==> src/rtl/dmem_arbiter_pkg.sv <==
// rtl/dmem_arbiter_pkg.sv - shared types and defaults for the data-memory arbiter
package dmem_pkg;

  localparam int DEF_WIDTH  = 32;
  localparam int DEF_ADDR_W = 9;

  typedef logic port_id_t;

  typedef struct packed {
    logic     valid;
    logic     is_read;
    port_id_t port;
  } iss_tag_t;

  // On a tie the port that did not win last time goes next.
  function automatic port_id_t rr_pick(input logic [1:0] req, input port_id_t last);
    if (req == 2'b11) return ~last;
    return req[1];
  endfunction

endpackage

==> src/rtl/dmem_arbiter_if.sv <==
// rtl/dmem_arbiter_if.sv - requester-side request/grant/return bundle
interface dmem_arbiter_if
  import dmem_pkg::*;
#(
  parameter int WIDTH  = DEF_WIDTH,
  parameter int ADDR_W = DEF_ADDR_W
) ();

  logic              req;
  logic              we;
  logic [ADDR_W-1:0] addr;
  logic [WIDTH-1:0]  wdata;
  logic              gnt;
  logic              rvalid;
  logic [WIDTH-1:0]  rdata;

  modport master (
    output req, we, addr, wdata,
    input  gnt, rvalid, rdata
  );

  modport slave (
    input  req, we, addr, wdata,
    output gnt, rvalid, rdata
  );

endinterface

==> src/rtl/dmem_arbiter_rr_arb2.sv <==
// rtl/dmem_arbiter_rr_arb2.sv - two-way round-robin arbiter owning the last-winner pointer
module rr_arb2
  import dmem_pkg::*;
(
  input  logic       clk,
  input  logic       rst_n,
  input  logic [1:0] req_i,
  input  logic       accept_i,
  output logic [1:0] gnt_o,
  output port_id_t   winner_o
);

  port_id_t last_q;
  port_id_t last_d;

  always_comb begin
    winner_o = rr_pick(req_i, last_q);
    gnt_o    = {req_i[1] & winner_o, req_i[0] & ~winner_o} & {2{accept_i}};
    last_d   = (|gnt_o) ? winner_o : last_q;
  end

  // Reset to m1 so that m0 wins the first tie.
  always_ff @(posedge clk or negedge rst_n) begin
    if (!rst_n) begin
      last_q <= 1'b1;
    end else begin
      last_q <= last_d;
    end
  end

endmodule

==> src/rtl/dmem_arbiter.sv <==
// rtl/dmem_arbiter.sv - grant -> issue -> return pipeline driving the single-port data memory
module dmem_arbiter
  import dmem_pkg::*;
#(
  parameter int WIDTH  = DEF_WIDTH,
  parameter int ADDR_W = DEF_ADDR_W
) (
  input  logic              clk,
  input  logic              rst_n,
  dmem_arbiter_if.slave     m0_if,
  dmem_arbiter_if.slave     m1_if,
  output logic              mem_read_o,
  output logic              mem_write_o,
  output logic [ADDR_W-1:0] mem_addr_o,
  output logic [WIDTH-1:0]  mem_wdata_o,
  input  logic [WIDTH-1:0]  mem_rdata_i
);

  logic [1:0]        gnt;
  port_id_t          winner;
  logic              win_we;
  logic [ADDR_W-1:0] win_addr;
  logic [WIDTH-1:0]  win_wdata;

  iss_tag_t          iss_d, iss_q;
  iss_tag_t          ret_d, ret_q;
  logic [ADDR_W-1:0] addr_d, addr_q;
  logic [WIDTH-1:0]  wdata_d, wdata_q;
  logic [1:0]        rvalid_d, rvalid_q;
  logic [WIDTH-1:0]  rdata0_d, rdata0_q;
  logic [WIDTH-1:0]  rdata1_d, rdata1_q;

  // Grants are forced low while reset is asserted so outputs clear at once.
  rr_arb2 u_arb (
    .clk      (clk),
    .rst_n    (rst_n),
    .req_i    ({m1_if.req, m0_if.req}),
    .accept_i (rst_n),
    .gnt_o    (gnt),
    .winner_o (winner)
  );

  always_comb begin
    win_we    = winner ? m1_if.we    : m0_if.we;
    win_addr  = winner ? m1_if.addr  : m0_if.addr;
    win_wdata = winner ? m1_if.wdata : m0_if.wdata;

    iss_d   = '{valid: |gnt, is_read: ~win_we, port: winner};
    addr_d  = (|gnt) ? win_addr  : addr_q;
    wdata_d = (|gnt) ? win_wdata : wdata_q;

    ret_d    = iss_q;
    rvalid_d = 2'b00;
    rdata0_d = rdata0_q;
    rdata1_d = rdata1_q;
    // Memory data for a read issued last cycle is on mem_rdata_i now.
    if (ret_q.valid && ret_q.is_read) begin
      if (ret_q.port) begin
        rvalid_d[1] = 1'b1;
        rdata1_d    = mem_rdata_i;
      end else begin
        rvalid_d[0] = 1'b1;
        rdata0_d    = mem_rdata_i;
      end
    end
  end

  always_ff @(posedge clk or negedge rst_n) begin
    if (!rst_n) begin
      iss_q    <= '0;
      ret_q    <= '0;
      addr_q   <= '0;
      wdata_q  <= '0;
      rvalid_q <= 2'b00;
      rdata0_q <= '0;
      rdata1_q <= '0;
    end else begin
      iss_q    <= iss_d;
      ret_q    <= ret_d;
      addr_q   <= addr_d;
      wdata_q  <= wdata_d;
      rvalid_q <= rvalid_d;
      rdata0_q <= rdata0_d;
      rdata1_q <= rdata1_d;
    end
  end

  assign mem_read_o   = iss_q.valid &  iss_q.is_read;
  assign mem_write_o  = iss_q.valid & ~iss_q.is_read;
  assign mem_addr_o   = addr_q;
  assign mem_wdata_o  = wdata_q;

  assign m0_if.gnt    = gnt[0];
  assign m1_if.gnt    = gnt[1];
  assign m0_if.rvalid = rvalid_q[0];
  assign m1_if.rvalid = rvalid_q[1];
  assign m0_if.rdata  = rdata0_q;
  assign m1_if.rdata  = rdata1_q;

endmodule

==> src/flat_wrapper.sv <==
// flat-port wrapper written by rule: the top's interface ports become plain ports
module dmem_arbiter_flat import dmem_pkg::*;
#(
  parameter int WIDTH  = DEF_WIDTH,
  parameter int ADDR_W = DEF_ADDR_W
)
  (clk, rst_n, mem_read_o, mem_write_o, mem_addr_o, mem_wdata_o, mem_rdata_i, m0_if_req, m0_if_we, m0_if_addr, m0_if_wdata, m0_if_gnt, m0_if_rvalid, m0_if_rdata, m1_if_req, m1_if_we, m1_if_addr, m1_if_wdata, m1_if_gnt, m1_if_rvalid, m1_if_rdata);
  dmem_arbiter_if #(.WIDTH(WIDTH), .ADDR_W(ADDR_W)) m0_if_i ();
  dmem_arbiter_if #(.WIDTH(WIDTH), .ADDR_W(ADDR_W)) m1_if_i ();
  input  logic clk;
  input  logic rst_n;
  output logic mem_read_o;
  output logic mem_write_o;
  output logic [ADDR_W-1:0] mem_addr_o;
  output logic [WIDTH-1:0] mem_wdata_o;
  input  logic [WIDTH-1:0] mem_rdata_i;
  input wire logic [$bits(m0_if_i.req)-1:0] m0_if_req;
  input wire logic [$bits(m0_if_i.we)-1:0] m0_if_we;
  input wire logic [$bits(m0_if_i.addr)-1:0] m0_if_addr;
  input wire logic [$bits(m0_if_i.wdata)-1:0] m0_if_wdata;
  output wire logic [$bits(m0_if_i.gnt)-1:0] m0_if_gnt;
  output wire logic [$bits(m0_if_i.rvalid)-1:0] m0_if_rvalid;
  output wire logic [$bits(m0_if_i.rdata)-1:0] m0_if_rdata;
  input wire logic [$bits(m1_if_i.req)-1:0] m1_if_req;
  input wire logic [$bits(m1_if_i.we)-1:0] m1_if_we;
  input wire logic [$bits(m1_if_i.addr)-1:0] m1_if_addr;
  input wire logic [$bits(m1_if_i.wdata)-1:0] m1_if_wdata;
  output wire logic [$bits(m1_if_i.gnt)-1:0] m1_if_gnt;
  output wire logic [$bits(m1_if_i.rvalid)-1:0] m1_if_rvalid;
  output wire logic [$bits(m1_if_i.rdata)-1:0] m1_if_rdata;
  assign m0_if_i.req = m0_if_req;
  assign m0_if_i.we = m0_if_we;
  assign m0_if_i.addr = m0_if_addr;
  assign m0_if_i.wdata = m0_if_wdata;
  assign m0_if_gnt = m0_if_i.gnt;
  assign m0_if_rvalid = m0_if_i.rvalid;
  assign m0_if_rdata = m0_if_i.rdata;
  assign m1_if_i.req = m1_if_req;
  assign m1_if_i.we = m1_if_we;
  assign m1_if_i.addr = m1_if_addr;
  assign m1_if_i.wdata = m1_if_wdata;
  assign m1_if_gnt = m1_if_i.gnt;
  assign m1_if_rvalid = m1_if_i.rvalid;
  assign m1_if_rdata = m1_if_i.rdata;
  dmem_arbiter #(.WIDTH(WIDTH), .ADDR_W(ADDR_W)) u_core (.clk(clk), .rst_n(rst_n), .m0_if(m0_if_i), .m1_if(m1_if_i), .mem_read_o(mem_read_o), .mem_write_o(mem_write_o), .mem_addr_o(mem_addr_o), .mem_wdata_o(mem_wdata_o), .mem_rdata_i(mem_rdata_i));
endmodule
==> config.mk <==
export PLATFORM = sky130hd
export DESIGN_NAME = dmem_arbiter_flat
export DESIGN_NICKNAME = d
export VERILOG_FILES = /design/src/rtl/dmem_arbiter_pkg.sv /design/src/rtl/dmem_arbiter_if.sv /design/src/rtl/dmem_arbiter_rr_arb2.sv /design/src/rtl/dmem_arbiter.sv /design/src/flat_wrapper.sv
export SDC_FILE = /design/constraint.sdc
export NUM_CORES = 1
export LEC_CHECK = 0
export BUFFER_PORTS_ARGS = -buffer_cell sky130_fd_sc_hd__buf_2
export CAP_MARGIN = 20
export CORE_MARGIN = 8
export CORE_UTILIZATION = 50
export DETAILED_ROUTE_END_ITERATION = 10
export PLACE_DENSITY = 0.84
export REMOVE_ABC_BUFFERS = 1
export SLEW_MARGIN = 20
export SYNTH_ARGS = -nofsm -noshare
export SYNTH_HDL_FRONTEND = slang
export SYNTH_HIERARCHICAL = 1
export SYNTH_SLANG_ARGS = --single-unit
==> constraint.sdc <==
create_clock -name clk -period 3.8 [get_ports clk]
set_clock_uncertainty 0.1 [all_clocks]
set_input_delay 0.38 -clock clk [delete_from_list [all_inputs] [get_ports clk]]
set_output_delay 0.38 -clock clk [all_outputs]
set_load 0.01 [all_outputs]
==> results_dict.tcl <==
set metrics [dict create \
    outcome "finished, final reports clean" \
    power_leakage_uw 0.00359 \
    drive_above_1_share 0.569 \
    path_delay_family "buffers and inverters" \
    cts_root_buffer "clkbuf_8" \
    finalWorstPathRequiredPeriod_ns 3.07 \
    netlist_area_um2 4950 \
    gp_congestion 0.787 \
    yosys_warnings 6 \
    ir_worst_vdd_mv 0.295 \
    synthTopCellsByArea "dfrtp_1, mux2_4, mux2i_1" \
    port_buffers 230 \
    drv_slew 0 \
    core-area_um2 9680 \
    hold_slack_ns 0.0318 \
    setup_viol 0 \
    maxCapViolations 0 \
    grt_pass1_vias 4278 \
    clock_sinks 114 \
    slowest_stage "and2_1" \
    worstMarginPinSlew_ns 0.952 \
    synth.avg_cell_area_um2 14.5 \
    syn_to_final_growth_pct 40.2 \
    cp_slowest_stage_delay_ns 0.62 \
    use_met3 0.0808 \
    synth.distinct_cells 21 \
    die_area_um2 13300 \
    endpoint_kind "output port" \
    rsz0062_at_grt "false" \
    track_usage 0.221 \
    drc_errors 0 \
    h-tree-depth 4 \
    ant_nets 0 \
    netlist_instances 341 \
    p_per_area_nw_per_um2 677 \
    cts_buffers 17 \
    initial_core_util 0.511 \
    top_usage_layer "met2" \
    worstPathCellList "dlygate4sd3_1 -> buf_4 -> and2_1 -> buf_4 -> buf_2" \
    fp.dieW_um 115 \
    antenna_found_initial 0 \
    required_ns 3.32 \
    die_h_um 115 \
    clk_pin_slew_ns 0.05 \
    clk_path_buf_depth 2 \
    overflow 0 \
    utilization 0.717 \
    row_count 36 \
    period_share 0.809 \
    hold_class "input port to register" \
    regArea_um2 2850 \
    use_met1 0.260 \
    slew-limit-headroom 0.365 \
    routedWlPerCell_um 19.7 \
    synth_top_area_share 0.571 \
    path_class "input port to output port" \
    grt_max_degree 79 \
    fin_ws_ns 0.726 \
    p_total_uw 4700 \
    hold_viol_final 0 \
    path_buf_inv 4 \
    cp_max_fo 40 \
    crit_arrival_ns 2.59 \
    grt_pass1_wl_um 22600 \
    finalSetupTns_ns 0 \
    tritoncts "done" \
    ys_seq_area_frac 0.577 \
    cp_common_cell "buf_4" \
    n_antenna_cell 0 \
    place_ws_ns 1.30 \
    dp_hpwl_um 10100 \
    fillers 654 \
    vias 3761 \
    gr-usage-met2 0.368 \
    clkLatencyLatePin_ns 0.50 \
    crit_path_start_kind "input port" \
    ys_ff_latch 114 \
    vias_per_cell 5.10 \
    drt_iter0_drc 232 \
    multi_input_area_um2 1910 \
    drtPass1Iterations 4 \
    yosysTopAreaCell "dfrtp_1" \
    drt-total-wl_um 14500 \
    post_cts_resized 0 \
    num_io_pins 231 \
    fmax_mhz 325 \
    layout.nets 712 \
]
[where the power goes]
group          total, uW  switching, uW  internal [uW]
clock network       1560            535           1020
logic               1340            630            705
registers           1810            234           1570
total               4700           1400           3300
[repair_timing]
action,4_1_cts,5_1_grt
endpoints found under the setup margin,0,0
endpoints found under the hold margin,64,0
hold buffers,22,0
buffers inserted,0,0
[stage by stage]
stage,instance area [um2],std cells
3_3_place_gp,6140,684
3_5_place_dp,6140,684
2_1_floorplan,4760,315
6_report,6940,738
4_1_cts,6940,738
5_1_grt,6940,738
[synth_stat cells, drive strengths merged]
master,count
dfrtp,113
mux2,64
mux2i,42
a21oi,41
nor3,41
buf,18
clkbuf,8
and2,2
inv,2
nor2b,2
a21boi,1
a22o,1
dfstp,1
nand2,1
nand3,1
nand3b,1
nor2,1
or2,1
[state kept, by name, summed over array words and instances, names as in the netlist]
name and cells:
u_core/rvalid_q 2, u_core/iss_q 3, u_core/mem_addr_o 9, u_core/m1_if.rdata 32, u_core/m0_if.rdata 32, u_core/ret_q 3
u_core/mem_wdata_o 32, u_core/u_arb/last_q 1
[final timing paths]
path | start | end | slack [ns] | cells after the start
setup / recovery | rst_n | m1_if_gnt | 0.73 | 5
hold / removal | mem_rdata_i[28] | u_core/m1_if.rdata[28] | 0.03 | 2
setup reg to reg | u_core/u_arb/last_q | u_core/iss_q[1] | 1.68 | 4
hold reg to reg | u_core/iss_q[0] | u_core/ret_q[0] | 0.25 | 0
max in group asynchronous | rst_n | u_core/m1_if.rdata[20] | 1.93 | 3
min in group asynchronous | rst_n | u_core/m0_if.rdata[11] | 0.31 | 2
[cells in the final DEF (no fill, tap or decap), drive strengths merged, types with 2 or more instances in the layout]
master         n
buf          236
dfrtp        113
mux2          64
mux2i         42
nor3          41
a21oi         41
dlygate4sd3   22
clkbuf        21
clkinv         6
bufinv         3
clkinvlp       2
and2           2
nor2b          2
inv            2
[routing by layer]
metal	up-vias	wire length [um]	part of all wire
met5	-	0	0
met4	0	102	0.0070
met3	10	1420	0.098
met2	209	7150	0.49
met1	1824	5850	0.40
li1	1718	-	-
[cell type report]
type / count / share of cell area
inverters: 2 / 0.00108
well taps: 133 / 0.0240
multi-input cells: 199 / 0.275
clock buffers: 21 / 0.0647
repair buffers: 258 / 0.204
clock inverters: 11 / 0.0195
flip-flops and latches: 114 / 0.411
[logic make-up (layout without fill, tap and decap cells)]
family	Yosys count	count (layout)	synth area share
DFF	114	114	0.577
AOI/OAI and AO/OA	43	43	0.0523
muxes	106	106	0.275
and+or+nand+nor	50	50	0.0569
buffers and inverters	28	292	0.0397
Note: power is estimated with default switching activity, not from simulation.
